### config.mk
export PLATFORM = sky130hd
export DESIGN_NAME = boton_pulsos
export DESIGN_NICKNAME = d
export VERILOG_FILES = /design/src/rtl/boton_pulsos.sv
export SDC_FILE = /design/constraint.sdc
export NUM_CORES = 1
export LEC_CHECK = 0
export ABC_CLOCK_PERIOD_IN_PS = 1600
export BUFFER_PORTS_ARGS = -buffer_cell sky130_fd_sc_hd__buf_2
export CORE_MARGIN = 2
export CORE_UTILIZATION = 50
export CTS_CLUSTER_SIZE = 30
export DETAILED_ROUTE_END_ITERATION = 6
export PLACE_DENSITY = 0.78
export SYNTH_ARGS = -nofsm -noshare
export SYNTH_HDL_FRONTEND = slang
export SYNTH_SLANG_ARGS = --single-unit
### constraint.sdc
create_clock -name clk -period 1.6 [get_ports clk]
set_input_delay 0.4 -clock clk [delete_from_list [all_inputs] [get_ports clk]]
set_output_delay 0.4 -clock clk [all_outputs]
set_load 0.02 [all_outputs]
### src/rtl/boton_pulsos.sv
// Push-button front end: two-flop synchronizer, counter-based debouncer and a
// press classifier that emits single-cycle press / short / long pulses for the
// stopwatch controls (press toggles run/stop, long press clears).
module boton_pulsos #(
  parameter int DEBOUNCE_CYCLES = 4,
  parameter int LONG_CYCLES     = 16
) (
  input  logic clk,
  input  logic reset,
  input  logic btn,
  output logic pressed,
  output logic press_pulse,
  output logic short_pulse,
  output logic long_pulse
);

  localparam int DW = $clog2(DEBOUNCE_CYCLES + 1);
  localparam int HW = $clog2(LONG_CYCLES + 1);
  localparam logic [DW-1:0] DEB_LAST  = DW'(DEBOUNCE_CYCLES - 1);
  localparam logic [HW-1:0] HOLD_LAST = HW'(LONG_CYCLES - 1);

  typedef enum logic [1:0] {
    IDLE      = 2'd0,
    PRESS     = 2'd1,
    LONG_HELD = 2'd2
  } state_t;

  logic          s1;
  logic          s2;
  logic [DW-1:0] deb_cnt;
  logic [HW-1:0] hold_cnt;
  state_t        state;

  // The debounced level flips on the edge where the disagreement run completes;
  // the classifier sees that same edge so press_pulse lines up with pressed.
  logic flip;
  logic rise;
  logic fall;

  assign flip = (s2 != pressed) && (deb_cnt == DEB_LAST);
  assign rise = flip & s2;
  assign fall = flip & ~s2;

  // Two-flop synchronizer for the asynchronous button level.
  always_ff @(posedge clk or posedge reset) begin
    if (reset) begin
      s1 <= 1'b0;
      s2 <= 1'b0;
    end else begin
      s1 <= btn;
      s2 <= s1;
    end
  end

  // Debouncer: count consecutive edges where s2 disagrees with pressed.
  always_ff @(posedge clk or posedge reset) begin
    if (reset) begin
      deb_cnt <= '0;
      pressed <= 1'b0;
    end else if (s2 == pressed) begin
      deb_cnt <= '0;
    end else if (flip) begin
      deb_cnt <= '0;
      pressed <= s2;
    end else begin
      deb_cnt <= deb_cnt + 1'b1;
    end
  end

  // Press classifier with registered single-cycle pulse outputs.
  always_ff @(posedge clk or posedge reset) begin
    if (reset) begin
      state       <= IDLE;
      hold_cnt    <= '0;
      press_pulse <= 1'b0;
      short_pulse <= 1'b0;
      long_pulse  <= 1'b0;
    end else begin
      press_pulse <= 1'b0;
      short_pulse <= 1'b0;
      long_pulse  <= 1'b0;
      case (state)
        IDLE: begin
          if (rise) begin
            state       <= PRESS;
            press_pulse <= 1'b1;
            hold_cnt    <= '0;
          end
        end
        PRESS: begin
          hold_cnt <= hold_cnt + 1'b1;
          // Release takes priority over the hold count completing.
          if (fall) begin
            short_pulse <= 1'b1;
            state       <= IDLE;
          end else if (hold_cnt == HOLD_LAST) begin
            long_pulse <= 1'b1;
            state      <= LONG_HELD;
          end
        end
        LONG_HELD: begin
          // Hold counter stays frozen here; release returns silently.
          if (fall) begin
            state <= IDLE;
          end
        end
        default: begin
          state <= IDLE;
        end
      endcase
    end
  end

endmodule
======== After elaboration in Yosys (flattened, before gate mapping) ========
Cells that the tools add are included.
storage, ports and cells
  register bits ........................... 16
  latch bits .............................. 0
  bits in writable memories ............... 0
  bits in read-only memories .............. 0
  input bits .............................. 3
  output and inout bits ................... 4
  word-level logic and storage cells ...... 46
  memories ................................ 0
operators by class
  $add $sub $neg .......................... 2
  $mul .................................... 0
  divide/modulo/power cells ............... 0
  order comparisons ....................... 0
  equal/unequal tests ..................... 9
  shifts and indexed selects .............. 0
  mux-type cells .......................... 16
  bitwise gates (word level) .............. 4
  reductions and logical operators ........ 6
operators with widths
  cell                                                  count
  case mux 5 bit (2 select lines)                       1
  two-way mux 2 bit                                     4
  two-way mux 1 bit                                     7
  two-way mux 3 bit                                     2
  case mux 2 bit (3 select lines)                       1
  adder 5 x 1 -> 5 bit (second input constant)          1
  equality test 5 x 4 -> 1 bit (second input constant)  1
  two-way mux 5 bit                                     1
  inequality test 2 bit (second input constant)         2
  AND reduction 2 bit                                   2
  adder 3 x 1 -> 3 bit (second input constant)          1
  equality test 3 x 2 -> 1 bit (second input constant)  1
  inequality test 3 bit (second input constant)         1
  AND reduction 3 bit                                   1
  AND 1 bit                                             2
  equality test 2 x 1 -> 1 bit (second input constant)  1
  equality test 2 bit (second input constant)           1
  zero test 2 bit                                       1
  NOT 1 bit                                             2
  nonzero test 2 bit                                    1
  equality test 1 bit                                   1
  logical AND 1 bit                                     1
  inequality test 1 bit                                 1

======== Depth between registers and ports, before layout ========
Gate-level depths: netlist of the first run.
  word-level depth ........................ 5
  mapped depth ............................ 6
  gate-level depth less buffers ........... 6

======== Worst setup path before layout of the first run ========
No wires, ideal clock.
  path kind ............................... flip-flop to flip-flop
  start point ............................. register hold_cnt[0]
  end point ............................... register state[0]
  setup time .............................. 0.101 ns
  data arrival time ....................... 1.334 ns
  data required time ...................... 1.499 ns
  path slack .............................. 0.165 ns
  cell stages (with the launch flop) ...... 7
  path buffers ............................ 0
  period minus slack after synthesis ...... 1.435 ns
  path through ............................ dfrtp_1 -> ha_1 -> and3_1 -> ha_1 -> nor2b_1 -> a31oi_1 -> nor4_1
between the ends
  cells in the longest elaborated chain, start to end .. 3
RTL lines
  item                             RTL line  source
  from (decl)                      31        logic [HW-1:0] hold_cnt;
  from (signal assigned)           91        hold_cnt <= hold_cnt + 1'b1;
  equality test 5 x 4 -> 1 bit     96        end else if (hold_cnt == HOLD_LAST) begin
  inequality test 3 bit (no line)  --
  AND reduction 3 bit (no line)    --
  to (signal assigned)             95        state <= IDLE;
  to (signal assigned)             98        state <= LONG_HELD;
  to (signal assigned)             104       state <= IDLE;
  to (decl)                        32        state_t state;
Every way passes these cells.
A chain may end at the register's enable or synchronous reset.

======== Worst setup path after layout of the first run ========
Same ends and word-level chain as after synthesis.

==> impl_results.md, run 1 <==
* IO buf count at 6
* Leak at 0.381 nW
* Syn nets at 62
* RSZ-0062 raised after global routing: false
* Vias at 447
* Most common cell after layout, fill and taps aside: dfrtp_1
* Synth Instances at 56
* Sw Pwr at 0.353 mW
* Top cell type's share of synthesized area at 59.7%
* Fin. max-slew vios at 0
* Unique cell type count in the Yosys netlist at 24
* Wirelength per Cell at 12.9 µm
* DRT antenna net count at 0
* Starting density of the core at 52.9%
* CP max FO at 3
* Hold Path Class: primary input to async pin
* Mapped Area at 671 µm²
* Nets at 74
* Seq pwr share at 51.2%
* Core area at 0.00127 mm²
* TNS Setup at 0 ns
* Kind of critical path: flop to flop
* Crit path launch: hold_cnt[0]
* Std cell rows at 13
* Ports at 7
* Fin crit period at 1.45 ns
* Most frequent cells in the layout: dfrtp_1, buf_2, inv_1, nor3b_1
* Placed Cells at 77
* Fmax at 687 MHz
* Slew HR at 61.7%
* Die H at 40.6 µm
* Layout cells sized above 1 at 21.2%
* Crit end category: flop
* Synth warnings at 0
* Vias per std cell at 5.52
* Clock skew at 0.00474 ns
* Clk sinks at 16
* Fillers at 106
* Final setup fails at 0
* Register-to-Register Setup Slack at 0.15 ns
* Period Utilization, post-route at 90.9%
* Switching part of the total at 32.0%
* Fin. Hold Viols at 0
* Antenna diodes at 0
* DRT Pass-1 Iters at 4
* Reg clk slew, reported paths at 0.08 ns
* Depth of the CTS H-tree at 1
* DRC Markers at 0
* Met2 Usage GRT at 27.0%
* Internal Pwr Total at 0.751 mW
* Clock power share at 18.1%
* Iter 0 DRT Violations at 4
* Mapped Avg Cell Area at 12.0 µm²
* Gr usage total at 16.3%
* Reg2reg path depth at 6
* Sequential area share after synthesis at 59.7%
* PnR worst setup slack at 0.145 ns
* Final core utilization at 59.7%
* Combinational fraction of design power at 30.7%
* CTS Buf Count at 3
* Worst slew pin tran at 0.575 ns
* Most crowded layer after global routing: met2
* Root Buffer: clkbuf_4
* Reg-to-Reg Start: hold_cnt[0]
* Final non-filler cell total at 81
* Vias in the first global route at 405
* CTS tree: yes
* Clock latency on the worst-skew pair at 0.28 ns
* Clock tree buffer depth at 2
* Grt met3 use at 3.26%
* Status: finished clean
* Grt total ovfl at 0
* Synth top area cells: dfrtp_1, ha_1, nor3b_1
* PD cells at 1460 mW/mm²
* Die width at 40.6 µm
* Startpoint type of the worst setup path: flop
* Initial antenna violation count at 0
* Leading area contributor after synthesis: dfrtp_1
* CP Data Arrival Time at 1.64 ns
* Area occupied by multi-input gates at 259 µm²
* Met1 GRT Util at 18.2%
* Worst vdd ir at 0.795 mV
* Pre-CTS setup slack at 0.0839 ns
* FF+latch count, synth at 16
* RePlAce Congestion at 0.707
* DP HPWL at 767 µm
* Largest net degree at the start of global routing at 17
* Drt total wl at 1040 µm
* CP endpoint: state[0]
* First-pass GRT wire length at 1660 µm
* Max-capacitance violation count at 0
* Synthesis-to-finish area growth at 12.9%
* Post-cts hold buffer count at 0
* Sequential cell area at 400 µm²
* FF-to-FF End: state[0]
* Required @ worst endpoint at 1.79 ns
* Die area at 0.00165 mm²
cell type report:
cell class / instances / share of cell area [%]
Sequential cell: 16 / 52.9
Multi-Input combinational cell: 35 / 34.2
Timing Repair Buffer: 7 / 4.96
Clock buffer: 3 / 2.98
Inverter: 5 / 2.48
Tap cell: 15 / 2.48
synthesized netlist by cell type:
| cell type | number |
|---|---|
| nand3_1 | 1 |
| nor3_1 | 2 |
| o2bb2ai_1 | 1 |
| and2_1 | 1 |
| mux2i_1 | 1 |
| nor2b_1 | 3 |
| nand4bb_1 | 1 |
| a21o_1 | 1 |
| a31oi_1 | 1 |
| and3_1 | 1 |
| nand2_1 | 3 |
| inv_1 | 5 |
| dfrtp_1 | 16 |
| nor3b_1 | 4 |
| a21oi_1 | 1 |
| mux2_2 | 1 |
| and2b_1 | 1 |
| xnor2_1 | 1 |
| a22o_1 | 2 |
| o21ai_0 | 1 |
| ha_1 | 3 |
| nor2_1 | 3 |
| nor4_1 | 1 |
| a221o_1 | 1 |
power groups by stage:
| stage | Clock (mW) | Combinational, mW | Sequential, mW |
|---|---|---|---|
| 2_1_floorplan | 0 | 0.240 | 0.572 |
| 3_3_place_gp | 0 | 0.309 | 0.566 |
| 3_5_place_dp | 0 | 0.322 | 0.570 |
| 4_1_cts | 0.207 | 0.324 | 0.563 |
| 5_1_grt | 0.231 | 0.389 | 0.579 |
| 6_report | 0.200 | 0.338 | 0.565 |
logic make-up (layout without fill, tap and decap cells):
| family | Yosys count | after routing | share of synthesized area (%) |
|---|---|---|---|
| compound gates | 8 | 8 | 8.96 |
| xor+xnor | 1 | 1 | 1.31 |
| fa+ha+maj | 3 | 3 | 5.60 |
| buf+inv | 5 | 15 | 2.80 |
| flops | 16 | 16 | 59.7 |
| mux | 2 | 2 | 3.17 |
| simple gates | 21 | 21 | 18.5 |
worst min path at each step:
stage	startpoint	end	slack [ns]	cells past startpoint
final	reset	state[0]	0.16	2
after global routing	btn	s1	0.21	1
after CTS	reset	state[0]	0.17	2
after detailed placement	s1	s2	0.35	0
after global placement	s1	s2	0.33	0
after floorplan	reset	deb_cnt[0]	0.31	1
worst max-delay path, cell delays in order, from the launching register on:
cell	delay, ns
dfrtp_1	0.41
ha_2	0.20
and3_1	0.16
ha_2	0.18
nor2b_2	0.12
nor2_1	0.05
nor4_1	0.24
registers in the layout, summed over array words and instances, names as in the netlist:
register	count
hold_cnt	5
deb_cnt	3
state	2
long_pulse	1
press_pulse	1
pressed	1
s1	1
s2	1
short_pulse	1
what timing repair did:
action                                  in CTS  in global routing
endpoints found under the setup margin       0                  1
setup buffers                                0                  1
gates resized for setup                      0                  3
per-stage QoR:
step / total power, mW / cell area (µm²) / hold slack (ns)
after global routing: 1.20 / 757 / 0.205
after floorplan: 0.812 / 671 / 0.314
after detailed placement: 0.892 / 719 / 0.345
after global placement: 0.875 / 719 / 0.332
final: 1.10 / 757 / 0.160
after CTS: 1.09 / 742 / 0.173
per-layer routing:
layer	wire length (µm)	vias up	part of all wire, %
met4	24	0	2.3
met1	473	218	45
li1	-	218	-
met5	0	-	0
met2	507	9	49
met3	39	2	3.7
Note: power is estimated with default switching activity, not from simulation.
==> run 2, diff against run 1 <==
==> constraint.sdc (replaced) <==
create_clock -name clk -period 1.6 [get_ports clk]
set_input_delay 0.16 -clock clk [delete_from_list [all_inputs] [get_ports clk]]
set_output_delay 0.16 -clock clk [all_outputs]
set_load 0.02 [all_outputs]
==> impl_results.md, run 2 (synthesis results as in run 1) <==
* Startpoint type of the worst setup path: flop (unchanged)
* Vias at 456 (was 447)
* Fin crit period at 1.45 ns (about the same)
* Clock skew at 0.00458 ns (was 0.00474 ns)
* Core area at 0.00127 mm² (unchanged)
* Number of flip-flops in the largest register at 5 (unchanged)
* PD cells at 1430 mW/mm² (was 1460 mW/mm²)
* Die area at 0.00165 mm² (unchanged)
* Nets at 76 (was 74)
* Worst hold slack at 0.359 ns (was 0.160 ns)
* Fmax at 688 MHz (was 687 MHz)
* Pre-CTS setup slack at 0.0839 ns (unchanged)
* Hold EP: s2
* Depth of the CTS H-tree at 1 (unchanged)
* Reg with most FFs: hold_cnt (unchanged)
* PnR worst setup slack at 0.145 ns (about the same)
* Hold Path Class: flop to flop (was primary input to async pin)
* FF-to-FF End: state[0] (unchanged)
* Largest registers: hold_cnt: 5 flops, deb_cnt: 3 flops, state: 2 flops (unchanged)
* Register-to-Register Setup Slack at 0.15 ns (about the same)
* Drt total wl at 1060 µm (was 1040 µm)
* Die H at 40.6 µm (unchanged)
* Largest net degree at the start of global routing at 17 (unchanged)
* Initial antenna violation count at 0 (unchanged)
* Clk sinks at 16 (unchanged)
* Most common cell after layout, fill and taps aside: dfrtp_1 (unchanged)
* CP max FO at 3 (unchanged)
* Crit end category: flop (unchanged)
* Die width at 40.6 µm (unchanged)
* TNS Setup at 0 ns (unchanged)
* First-pass GRT wire length at 1690 µm (was 1660 µm)
* DRC Markers at 0 (unchanged)
* Most frequent cells in the layout: dfrtp_1, buf_2, inv_1, nor3b_1 (unchanged)
* Vias per std cell at 5.49 (was 5.52)
* Layout cells sized above 1 at 20.6% (was 21.2%)
* Reg-to-Reg Start: hold_cnt[0] (unchanged)
* Wirelength per Cell at 12.7 µm (was 12.9 µm)
* Final core utilization at 61.2% (was 59.7%)
* Fin. Hold Viols at 0 (unchanged)
* Clock tree buffer depth at 2 (unchanged)
* Slew HR at 61.7% (about the same)
* Antenna diodes at 0 (unchanged)
* DP HPWL at 767 µm (unchanged)
* Cell depth of the worst min-delay path at 0
* Total power at 1.11 mW (was 1.10 mW)
* Max-capacitance violation count at 0 (unchanged)
* CTS tree: yes (unchanged)
* Fin. max-slew vios at 0 (unchanged)
* DRT antenna net count at 0 (unchanged)
* Placed Cells at 77 (unchanged)
* Required @ worst endpoint at 1.79 ns (about the same)
* Status: finished clean (unchanged)
* Synthesis-to-finish area growth at 15.9% (was 12.9%)
* RePlAce Congestion at 0.707 (unchanged)
* Reg clk slew, reported paths at 0.08 ns (about the same)
* CTS Buf Count at 3 (unchanged)
* Starting density of the core at 52.9% (unchanged)
* IO buf count at 6 (unchanged)
* Clock latency on the worst-skew pair at 0.28 ns (about the same)
* Leak at 0.390 nW (was 0.381 nW)
* DP Area at 719 µm² (unchanged)
* Finished layout cell area at 777 µm² (was 757 µm²)
* Reg2reg path depth at 6 (unchanged)
* Kind of critical path: flop to flop (unchanged)
* RSZ-0062 raised after global routing: false (unchanged)
* HP Start: s1
* Root Buffer: clkbuf_4 (unchanged)
* Period Utilization, post-route at 90.9% (about the same)
* Gr usage total at 16.5% (was 16.3%)
* Grt total ovfl at 0 (unchanged)
* Crit path launch: hold_cnt[0] (unchanged)
* Ports at 7 (unchanged)
* CP Data Arrival Time at 1.64 ns (about the same)
* DRT Pass-1 Iters at 4 (unchanged)
* Std cell rows at 13 (unchanged)
* Worst vdd ir at 0.795 mV (about the same)
* Worst slew pin tran at 0.574 ns (was 0.575 ns)
* Vias in the first global route at 417 (was 405)
* Final setup fails at 0 (unchanged)
* Iter 0 DRT Violations at 4 (unchanged)
* Final non-filler cell total at 83 (was 81)
==> run 2: how the worst max path moves through the flow <==
stage | end | depth (start not counted) | slack (ns)
after floorplan | state[0] | 6 | 0.16
after global routing | state[0] | 6 | 0.01
after CTS | state[0] | 6 | 0.06
final | state[0] | 6 | 0.15
after detailed placement | state[0] | 6 | 0.08
after global placement | state[0] | 6 | 0.09
==> run 2: critical path, stage by stage (launching register included) <==
cell	delay, ns
dfrtp_1	0.41
ha_2	0.20
and3_1	0.16
ha_2	0.18
nor2b_2	0.12
nor2_1	0.05
nor4_1	0.24
==> run 2: final cells by class <==
cell class / count / area, µm²
Tap cell: 15 / 18.8
Sequential cell: 16 / 400
Fill cell: 103 / 492
Timing Repair Buffer: 9 / 57.6
Inverter: 5 / 18.8
Clock buffer: 3 / 22.5
Multi-Input combinational cell: 35 / 259
==> run 2: repair_timing <==
action | CTS | global route
hold buffers | 2 | 0
setup endpoints to repair | 0 | 1
setup buffers | 0 | 1
resized for setup | 0 | 3
hold endpoints to repair | 17 | 0
==> run 2: power by group <==
| part | total, mW | switching (mW) | internal, mW |
|---|---|---|---|
| combinational | 0.342 | 0.168 | 0.174 |
| clock | 0.200 | 0.112 | 0.0874 |
| sequential | 0.565 | 0.0727 | 0.493 |
==> run 2: routing by layer <==
metal	vias up	global-route usage [%]	part of all wire, %
met5	-	0	0
met4	0	12.5	2.3
met3	2	3.26	3.8
met2	9	27.8	49
met1	223	18.2	45
li1	222	-	-
